===== config.mk =====
export PLATFORM = sky130hd
export DESIGN_NAME = hazard_stall_ctrl
export DESIGN_NICKNAME = d
export VERILOG_FILES = /design/src/rtl/core_pkg.sv /design/src/rtl/hazard_fwd_sel.sv /design/src/rtl/hazard_stall_ctrl.sv
export SDC_FILE = /design/constraint.sdc
export NUM_CORES = 1
export LEC_CHECK = 0
export CORE_ASPECT_RATIO = 2
export CORE_MARGIN = 2
export CORE_UTILIZATION = 49
export CTS_BUF_LIST = sky130_fd_sc_hd__clkbuf_4
export CTS_CLUSTER_SIZE = 8
export DETAILED_ROUTE_END_ITERATION = 16
export PLACE_DENSITY = 0.88
export SETUP_SLACK_MARGIN = 0.1
export SLEW_MARGIN = 20
export SYNTH_ARGS = -nofsm -noshare
export SYNTH_HDL_FRONTEND = slang
export SYNTH_HIERARCHICAL = 1
export SYNTH_SLANG_ARGS = --single-unit

===== constraint.sdc =====
create_clock -name clk -period 2.2 [get_ports clk]
set_clock_uncertainty 0.05 [all_clocks]
set_input_delay 0.22 -clock clk [delete_from_list [all_inputs] [get_ports clk]]
set_output_delay 0.22 -clock clk [all_outputs]
set_load 0.02 [all_outputs]

===== src/rtl/core_pkg.sv =====
// Shared encodings for the 16-bit core hazard/forwarding logic.
package core_pkg;

    // Operand forward select encodings for the EX-stage muxes
    localparam logic [1:0] FWD_REG = 2'b00;  // register file read data
    localparam logic [1:0] FWD_EX  = 2'b01;  // EX/WB result
    localparam logic [1:0] FWD_WB  = 2'b10;  // WB write data

    // Hazard controller FSM state encodings
    localparam logic [1:0] ST_RUN      = 2'b00;
    localparam logic [1:0] ST_LD_STALL = 2'b01;
    localparam logic [1:0] ST_MEM_WAIT = 2'b10;

endpackage


===== src/rtl/hazard_fwd_sel.sv =====
// Qualified register-match and EX-over-WB priority select for one EX operand.
module hazard_fwd_sel
    import core_pkg::*;
(
    input  logic       rs_used,
    input  logic       ex_reg_wr,
    input  logic       wb_reg_wr,
    input  logic       eq_ex,
    input  logic       eq_wb,
    output logic       m_ex,
    output logic [1:0] sel
);

    logic m_wb;

    // A match only counts when the operand is read and the producer writes rd;
    // the younger EX producer wins over the older WB producer.
    always_comb begin
        m_ex = rs_used & ex_reg_wr & eq_ex;
        m_wb = rs_used & wb_reg_wr & eq_wb;
        if (m_ex)
            sel = FWD_EX;
        else if (m_wb)
            sel = FWD_WB;
        else
            sel = FWD_REG;
    end

endmodule


===== src/rtl/hazard_stall_ctrl.sv =====
// Hazard/stall controller: turns comparator match flags into forward selects,
// load-use stalls, data-memory wait holds and branch flushes.
//
// Control outputs (pc_stall, if_id_stall, if_id_flush, id_ex_bubble, ex_hold)
// are combinational and valid in the same cycle as the inputs; there is no
// valid/ready handshake, every input is a level sampled each cycle.
// Priority each cycle: memory wait > taken branch > load-use.
module hazard_stall_ctrl
    import core_pkg::*;
#(
    parameter int MEM_TIMEOUT = 16,
    parameter int CNT_W       = 16
) (
    input  logic             clk,
    input  logic             rst,
    input  logic             id_rs1_eq_ex_rd,
    input  logic             id_rs1_eq_wb_rd,
    input  logic             id_rs2_eq_ex_rd,
    input  logic             id_rs2_eq_wb_rd,
    input  logic             if_rd_eq_wb_rd,
    input  logic             id_rs1_used,
    input  logic             id_rs2_used,
    input  logic             ex_reg_wr,
    input  logic             ex_is_load,
    input  logic             wb_reg_wr,
    input  logic             branch_taken,
    input  logic             dmem_ready,
    output logic             pc_stall,
    output logic             if_id_stall,
    output logic             if_id_flush,
    output logic             id_ex_bubble,
    output logic             ex_hold,
    output logic [1:0]       fwd_a_sel,
    output logic [1:0]       fwd_b_sel,
    output logic             rf_bypass,
    output logic [CNT_W-1:0] stall_cycles,
    output logic             mem_timeout_err,
    output logic [1:0]       fsm_state
);

    localparam int              WAIT_W   = $clog2(MEM_TIMEOUT + 1);
    localparam logic [WAIT_W-1:0] WAIT_MAX = WAIT_W'(MEM_TIMEOUT);

    logic [1:0]        state;
    logic [1:0]        state_next;
    logic [WAIT_W-1:0] wait_cnt;
    logic [1:0]        sel_a;
    logic [1:0]        sel_b;
    logic              m_ex_a;
    logic              m_ex_b;
    logic              mem_cond;
    logic              ld_use;

    hazard_fwd_sel u_fwd_a (
        .rs_used   (id_rs1_used),
        .ex_reg_wr (ex_reg_wr),
        .wb_reg_wr (wb_reg_wr),
        .eq_ex     (id_rs1_eq_ex_rd),
        .eq_wb     (id_rs1_eq_wb_rd),
        .m_ex      (m_ex_a),
        .sel       (sel_a)
    );

    hazard_fwd_sel u_fwd_b (
        .rs_used   (id_rs2_used),
        .ex_reg_wr (ex_reg_wr),
        .wb_reg_wr (wb_reg_wr),
        .eq_ex     (id_rs2_eq_ex_rd),
        .eq_wb     (id_rs2_eq_wb_rd),
        .m_ex      (m_ex_b),
        .sel       (sel_b)
    );

    assign mem_cond  = ex_is_load & ~dmem_ready;
    assign ld_use    = ex_is_load & (m_ex_a | m_ex_b);
    assign fsm_state = state;

    // State register
    always_ff @(posedge clk) begin
        if (rst)
            state <= ST_RUN;
        else
            state <= state_next;
    end

    // Next state: memory wait dominates, a branch flushes any pending load-use
    always_comb begin
        state_next = ST_RUN;
        if (mem_cond)
            state_next = ST_MEM_WAIT;
        else if (branch_taken)
            state_next = ST_RUN;
        else if (ld_use)
            state_next = ST_LD_STALL;
    end

    // Pipeline control outputs; all forced low while reset is asserted
    always_comb begin
        pc_stall     = 1'b0;
        if_id_stall  = 1'b0;
        if_id_flush  = 1'b0;
        id_ex_bubble = 1'b0;
        ex_hold      = 1'b0;
        if (!rst) begin
            if (mem_cond) begin
                ex_hold     = 1'b1;
                pc_stall    = 1'b1;
                if_id_stall = 1'b1;
            end else if (branch_taken) begin
                if_id_flush  = 1'b1;
                id_ex_bubble = 1'b1;
            end else if (ld_use) begin
                pc_stall     = 1'b1;
                if_id_stall  = 1'b1;
                id_ex_bubble = 1'b1;
            end
        end
    end

    // Registered forward selects and regfile write-through, frozen while EX is held
    always_ff @(posedge clk) begin
        if (rst) begin
            fwd_a_sel <= FWD_REG;
            fwd_b_sel <= FWD_REG;
            rf_bypass <= 1'b0;
        end else if (!ex_hold) begin
            fwd_a_sel <= id_ex_bubble ? FWD_REG : sel_a;
            fwd_b_sel <= id_ex_bubble ? FWD_REG : sel_b;
            rf_bypass <= wb_reg_wr & if_rd_eq_wb_rd;
        end
    end

    // Memory-wait length counter and sticky timeout flag
    always_ff @(posedge clk) begin
        if (rst) begin
            wait_cnt        <= '0;
            mem_timeout_err <= 1'b0;
        end else if (mem_cond) begin
            if (wait_cnt != WAIT_MAX)
                wait_cnt <= wait_cnt + 1'b1;
            if (wait_cnt >= WAIT_MAX - 1'b1)
                mem_timeout_err <= 1'b1;
        end else begin
            wait_cnt <= '0;
        end
    end

    // Saturating count of PC stall cycles
    always_ff @(posedge clk) begin
        if (rst)
            stall_cycles <= '0;
        else if (pc_stall && (stall_cycles != {CNT_W{1'b1}}))
            stall_cycles <= stall_cycles + 1'b1;
    end

endmodule


==> results of run 1 <==
registers in the layout, indices dropped and copies added, names as in the netlist:
register / count
mem_timeout_err: 1
fwd_a_sel: 2
wait_cnt: 5
fsm_state: 2
stall_cycles: 16
fwd_b_sel: 2
rf_bypass: 1
cells by family after synthesis:
| logic type | after synthesis | synth area share (%) |
|---|---|---|
| AOI/OAI and AO/OA | 38 | 18.2 |
| adders and majority gates | 4 | 3.24 |
| and+or+nand+nor | 68 | 30.1 |
| muxes | 5 | 3.48 |
| buffers and inverters | 18 | 5.67 |
| DFF | 29 | 37.6 |
| xor gates and xnor gates | 3 | 1.70 |
final timing paths:
path / endpoint / slack [ps] / cells past startpoint
min reg2reg: fwd_a_sel[1] / 440 / 1
min: fwd_a_sel[1] / 440 / 1
max: ex_hold / 160 / 5
max reg2reg: stall_cycles[9] / 300 / 6
synth_stat cells, types with 2 or more instances:
library cell / instances / area [µm²]
dfxtp_1: 29 / 581
nor2_1: 11 / 41.3
a21oi_1: 10 / 50.1
inv_1: 10 / 37.5
nand2_1: 8 / 30.0
nand3_1: 8 / 40.0
nor3_1: 8 / 40.0
a22o_1: 5 / 43.8
ha_1: 4 / 50.1
nor2b_1: 4 / 25.0
o21ai_1: 4 / 20.0
o311ai_1: 4 / 35.0
and3_1: 3 / 18.8
buf_4: 3 / 22.5
mux2_1: 3 / 33.8
o31ai_1: 3 / 22.5
o41ai_1: 3 / 26.3
a21oi_2: 2 / 17.5
clkbuf_1: 2 / 7.51
mux2i_1: 2 / 20.0
nand4_1: 2 / 12.5
nand4_2: 2 / 25.0
nand4_4: 2 / 42.5
nor3b_1: 2 / 15.0
nor4_4: 2 / 42.5
or3_1: 2 / 12.5
or4_1: 2 / 15.0
xnor2_1: 2 / 17.5
worst max-delay path, delay by kind of cell:
kind / cells / cell delay (ps)
buffers and inverters: 3 / 1250
and+or+nand+nor: 2 / 300
final cells by class:
cell class / count / area share [%]
clock buffers: 5 / 1.78
inverters: 11 / 1.95
repair buffers: 55 / 24.6
well taps: 30 / 1.78
clock inverters: 3 / 0.592
multi-input cells: 118 / 41.8
flip-flops and latches: 29 / 27.5
per-stage QoR:
step                      area (µm²)  setup TNS, ps  hold slack (ps)  total power [mW]
after global placement          2050           -163              413             0.654
after global routing            2110              0              487             0.988
after floorplan                 1540              0              333             0.595
after CTS                       2100              0              440             0.952
after detailed placement        2050           -475              420             0.658
final                           2110              0              442             0.947
power breakdown:
group / switching [mW] / internal [mW]
clock: 0.186 / 0.115
sequential: 0.00384 / 0.530
combinational: 0.0552 / 0.0573
total: 0.245 / 0.702
metal layers:
metal / track usage [%] / wire (µm)
met5: 0 / 0
met4: 16.8 / 176
met2: 46.5 / 2470
met3: 5.00 / 197
met1: 26.1 / 1480
==> results.json, run 1 <==
{
  "syn_area_per_cell_um2": 9.36,
  "drive_gt1_share_pct": 16.7,
  "cp.required_ps": 1930,
  "leakagePower_nw": 0.863,
  "synth-edff-count": 0,
  "grt_setup_unrepaired": "false",
  "gp_congestion": 0.885,
  "cts_tree": "done",
  "place_inst": 243,
  "synth_warnings": 6,
  "fin_util_pct": 70.9,
  "cp_cell_sequence": "clkdlybuf4s50_1 > and2b_1 > nand2_1 > inv_1 > clkdlybuf4s50_1",
  "path_clk_slew_ps": 80,
  "cellPowerDensity_nw_per_um2": 448,
  "hold_viol_final": 0,
  "crit_type": "input port to primary output",
  "ys.flop_type": "dfxtp_1",
  "grt_pass1_vias": 1664,
  "antenna_found_initial": 0,
  "crit_path_top_delay_cell": "clkdlybuf4s50_1",
  "grt_use_total_pct": 26.4,
  "dpl.hpwl_um": 3310,
  "gr-total-overflow": 0,
  "fillers": 237,
  "synth-seq-cells": 29,
  "startpoint_type": "input port",
  "worst_slew_pin_slew_ps": 588,
  "clockRootBuffer": "clkbuf_4",
  "seq_area_frac_synth_pct": 37.6,
  "initial_core_util_pct": 51.8,
  "ant_nets": 0,
  "worstPathArrival_ps": 1770,
  "final_nets": 238,
  "cp-end-kind": "primary output",
  "period_share_pct": 92.8,
  "path_max_fanout": 5,
  "final.setup.worst_slack_ps": 159,
  "ioPinCount": 43,
  "outcome": "finished clean",
  "relSlewSlack_pct": 60.5,
  "maxCapViolCount": 0,
  "die_w_um": 43.7,
  "area.sequential_um2": 581,
  "dieArea_um2": 3640,
  "ctsLongestPathBuffers": 2,
  "final_cell_mix": "clkdlybuf4s50_1 (38), dfxtp_1 (29), buf_4 (13)",
  "first_pass_iters": 4,
  "num_rows": 28,
  "vias": 1543,
  "syn-instance-count": 165,
  "synth_fp_nets": 183,
  "drt_iter0_drc": 75,
  "clkSinkCount": 29,
  "max_freq_mhz": 490,
  "grt_max_degree": 19,
  "async_flop_share_pct": 0,
  "dieHeight_um": 83.4,
  "antenna_cells": 0,
  "drc_errors": 0,
  "wl_per_cell_um": 17.2,
  "port-buffer-count": 42,
  "htree_levels": 2,
  "wl_um": 4330,
  "min_period_ps": 2040,
  "peakVddDrop_mv": 0.339,
  "layout_commonest_cell": "clkdlybuf4s50_1",
  "maxSlewViolCount": 0,
  "pre_cts_ws_ps": -120,
  "cts-resized-gates": 3,
  "grt_pass1_wl_um": 7360,
  "rr_startpoint": "stall_cycles[0]",
  "setup_viol": 0,
  "hp-class": "flip-flop to flip-flop",
  "multi_input_area_um2": 882,
  "clkLatencyLatePin_ps": 330,
  "crit_path_frequent_cell": "clkdlybuf4s50_1",
  "post-cts-setup-buffer-count": 0,
  "fin_cells": 251,
  "via_per_inst": 6.15,
  "hp-start": "fwd_a_sel[1]",
  "cts_buffers": 5,
  "core_area_um2": 2980,
  "area_delta_synth_final_pct": 36.8,
  "slowest_delay_ps": 600,
  "startpoint": "ex_is_load",
  "cts-hold-fix-buffers": 0,
  "synth.distinct_cells": 51,
  "netlist_area_um2": 1540
}
No activity file was read; power rests on OpenSTA's default activity.
==> run 2, diff against run 1 <==
--- a/config.mk
+++ b/config.mk
@@ -12,6 +12,7 @@
 export CTS_CLUSTER_SIZE = 8
 export DETAILED_ROUTE_END_ITERATION = 16
 export PLACE_DENSITY = 0.88
+export REMOVE_ABC_BUFFERS = 1
 export SETUP_SLACK_MARGIN = 0.1
 export SLEW_MARGIN = 20
 export SYNTH_ARGS = -nofsm -noshare
==> run 2 against run 1 <==
Design area fell by 0.59%. Die area did not move. Highest routed layer unchanged. Sequential power hardly changed.
==> results.json, run 2 (synthesis gave the netlist of run 1 again) <==
{
  "outcome": "finished clean",
  "cp.required_ps": 1930,
  "cts_buffers": 5,
  "grt_max_degree": 18,
  "reg.largest.list": "stall_cycles (16), wait_cnt (5)",
  "clkLatencyLatePin_ps": 320,
  "cts-hold-fix-buffers": 0,
  "setup_viol": 0,
  "fin_util_pct": 70.5,
  "drc_errors": 0,
  "final_area_um2": 2100,
  "final_nets": 237,
  "power_frac_clock_pct": 33.0,
  "worstPathArrival_ps": 1760,
  "cp_cell_sequence": "clkdlybuf4s50_1 > nor2b_1 > nor3b_1 > clkdlybuf4s50_1",
  "multi_input_area_um2": 876,
  "cp-end-kind": "primary output",
  "core_area_um2": 2980,
  "seqPwrFrac_pct": 55.4,
  "crit_type": "input port to primary output",
  "htree_levels": 2,
  "internal_power_uw": 706,
  "grt_pass1_vias": 1605,
  "hold_viol_final": 0,
  "relSlewSlack_pct": 60.6,
  "dpl.hpwl_um": 3170,
  "initial_core_util_pct": 51.8,
  "die_w_um": 43.7,
  "area.sequential_um2": 581,
  "setup_tns_ps": 0,
  "critical_path.top_delay_family": "buffers and inverters",
  "clkSinkCount": 29,
  "crit_path_top_delay_cell": "clkdlybuf4s50_1",
  "maxCapViolCount": 0,
  "ant_nets": 0,
  "largest_register": "stall_cycles",
  "wl_um": 4120,
  "drt_iter0_drc": 49,
  "max_freq_mhz": 493,
  "drive_gt1_share_pct": 15.5,
  "dieHeight_um": 83.4,
  "combPwrFrac_pct": 11.6,
  "grt_use_total_pct": 23.9,
  "antenna_cells": 0,
  "layout_commonest_cell": "clkdlybuf4s50_1",
  "crit_buf_inv": 2,
  "dieArea_um2": 3640,
  "clockRootBuffer": "clkbuf_4",
  "wl_per_cell_um": 16.5,
  "ioPinCount": 43,
  "largest_reg_flops": 16,
  "ctsLongestPathBuffers": 2,
  "crit_path_frequent_cell": "clkdlybuf4s50_1",
  "num_rows": 28,
  "final_cell_mix": "clkdlybuf4s50_1 (38), dfxtp_1 (29), buf_4 (12)",
  "cellPowerDensity_nw_per_um2": 458,
  "grt_pass1_wl_um": 6840,
  "worst_slew_pin_slew_ps": 586,
  "startpoint_type": "input port",
  "post-cts-setup-buffer-count": 0,
  "leakagePower_nw": 0.850,
  "first_pass_iters": 5,
  "fillers": 235,
  "path_clk_slew_ps": 90,
  "port-buffer-count": 42,
  "gr-total-overflow": 0,
  "area_delta_synth_final_pct": 36.0,
  "cts_tree": "done",
  "antenna_found_initial": 0,
  "via_per_inst": 6.27,
  "grt_setup_unrepaired": "false",
  "min_period_ps": 2030,
  "maxSlewViolCount": 0,
  "netSwitchingPower_uw": 256,
  "period_share_pct": 92.1,
  "gp_congestion": 0.831,
  "p_sw_share_pct": 26.6,
  "place_area_um2": 2050,
  "peakVddDrop_mv": 0.381,
  "slowest_delay_ps": 640,
  "path_max_fanout": 5,
  "vias": 1567,
  "hp-class": "flip-flop to flip-flop"
}
==> run 2: final cells by class <==
cell class,instances,share of cell area [%]
Tap cell,30,1.79
Timing Repair Buffer,54,24.3
Clock buffer,5,1.79
Clock inverter,3,0.834
Multi-Input combinational cell,118,41.7
Inverter,11,1.97
Sequential cell,29,27.7
==> run 2: worst paths after layout <==
path	start	to	slack [ps]	cells after the start
min	fwd_a_sel[0]	fwd_a_sel[0]	440	1
min reg2reg	fwd_a_sel[0]	fwd_a_sel[0]	440	1
max	ex_is_load	if_id_flush	170	4
max reg2reg	stall_cycles[12]	stall_cycles[14]	390	4
==> run 2: through the flow <==
| stage | hold WS (ps) | setup WS, ps | total power [mW] | instances |
|---|---|---|---|---|
| global placement | 413 | -40.4 | 0.652 | 242 |
| detailed placement | 413 | -123 | 0.657 | 242 |
| finish | 437 | 173 | 0.962 | 250 |
| global route | 468 | 105 | 0.997 | 250 |
| floorplan | 239 | 243 | 0.588 | 158 |
| CTS | 444 | 112 | 0.974 | 250 |
==> run 2: layer usage <==
layer	share of wire, %	global-route usage (%)	vias up
met3	5.5	5.22	25
met1	33	21.5	741
li1	-	-	726
met2	57	44.3	75
met4	4.8	14.9	0
met5	0	0	-
==> run 2: what timing repair did <==
item	4_1_cts	5_1_grt
setup endpoints to repair	3	1
resized for setup	3	1
pin swaps	0	0
==> run 2: power by group through the flow <==
stage               Combinational [mW]  Sequential, mW  Clock, mW
floorplan                       0.0372           0.550          0
global placement                 0.107           0.545          0
detailed placement               0.112           0.546          0
CTS                              0.111           0.534      0.329
global route                     0.118           0.535      0.344
finish                           0.111           0.533      0.318
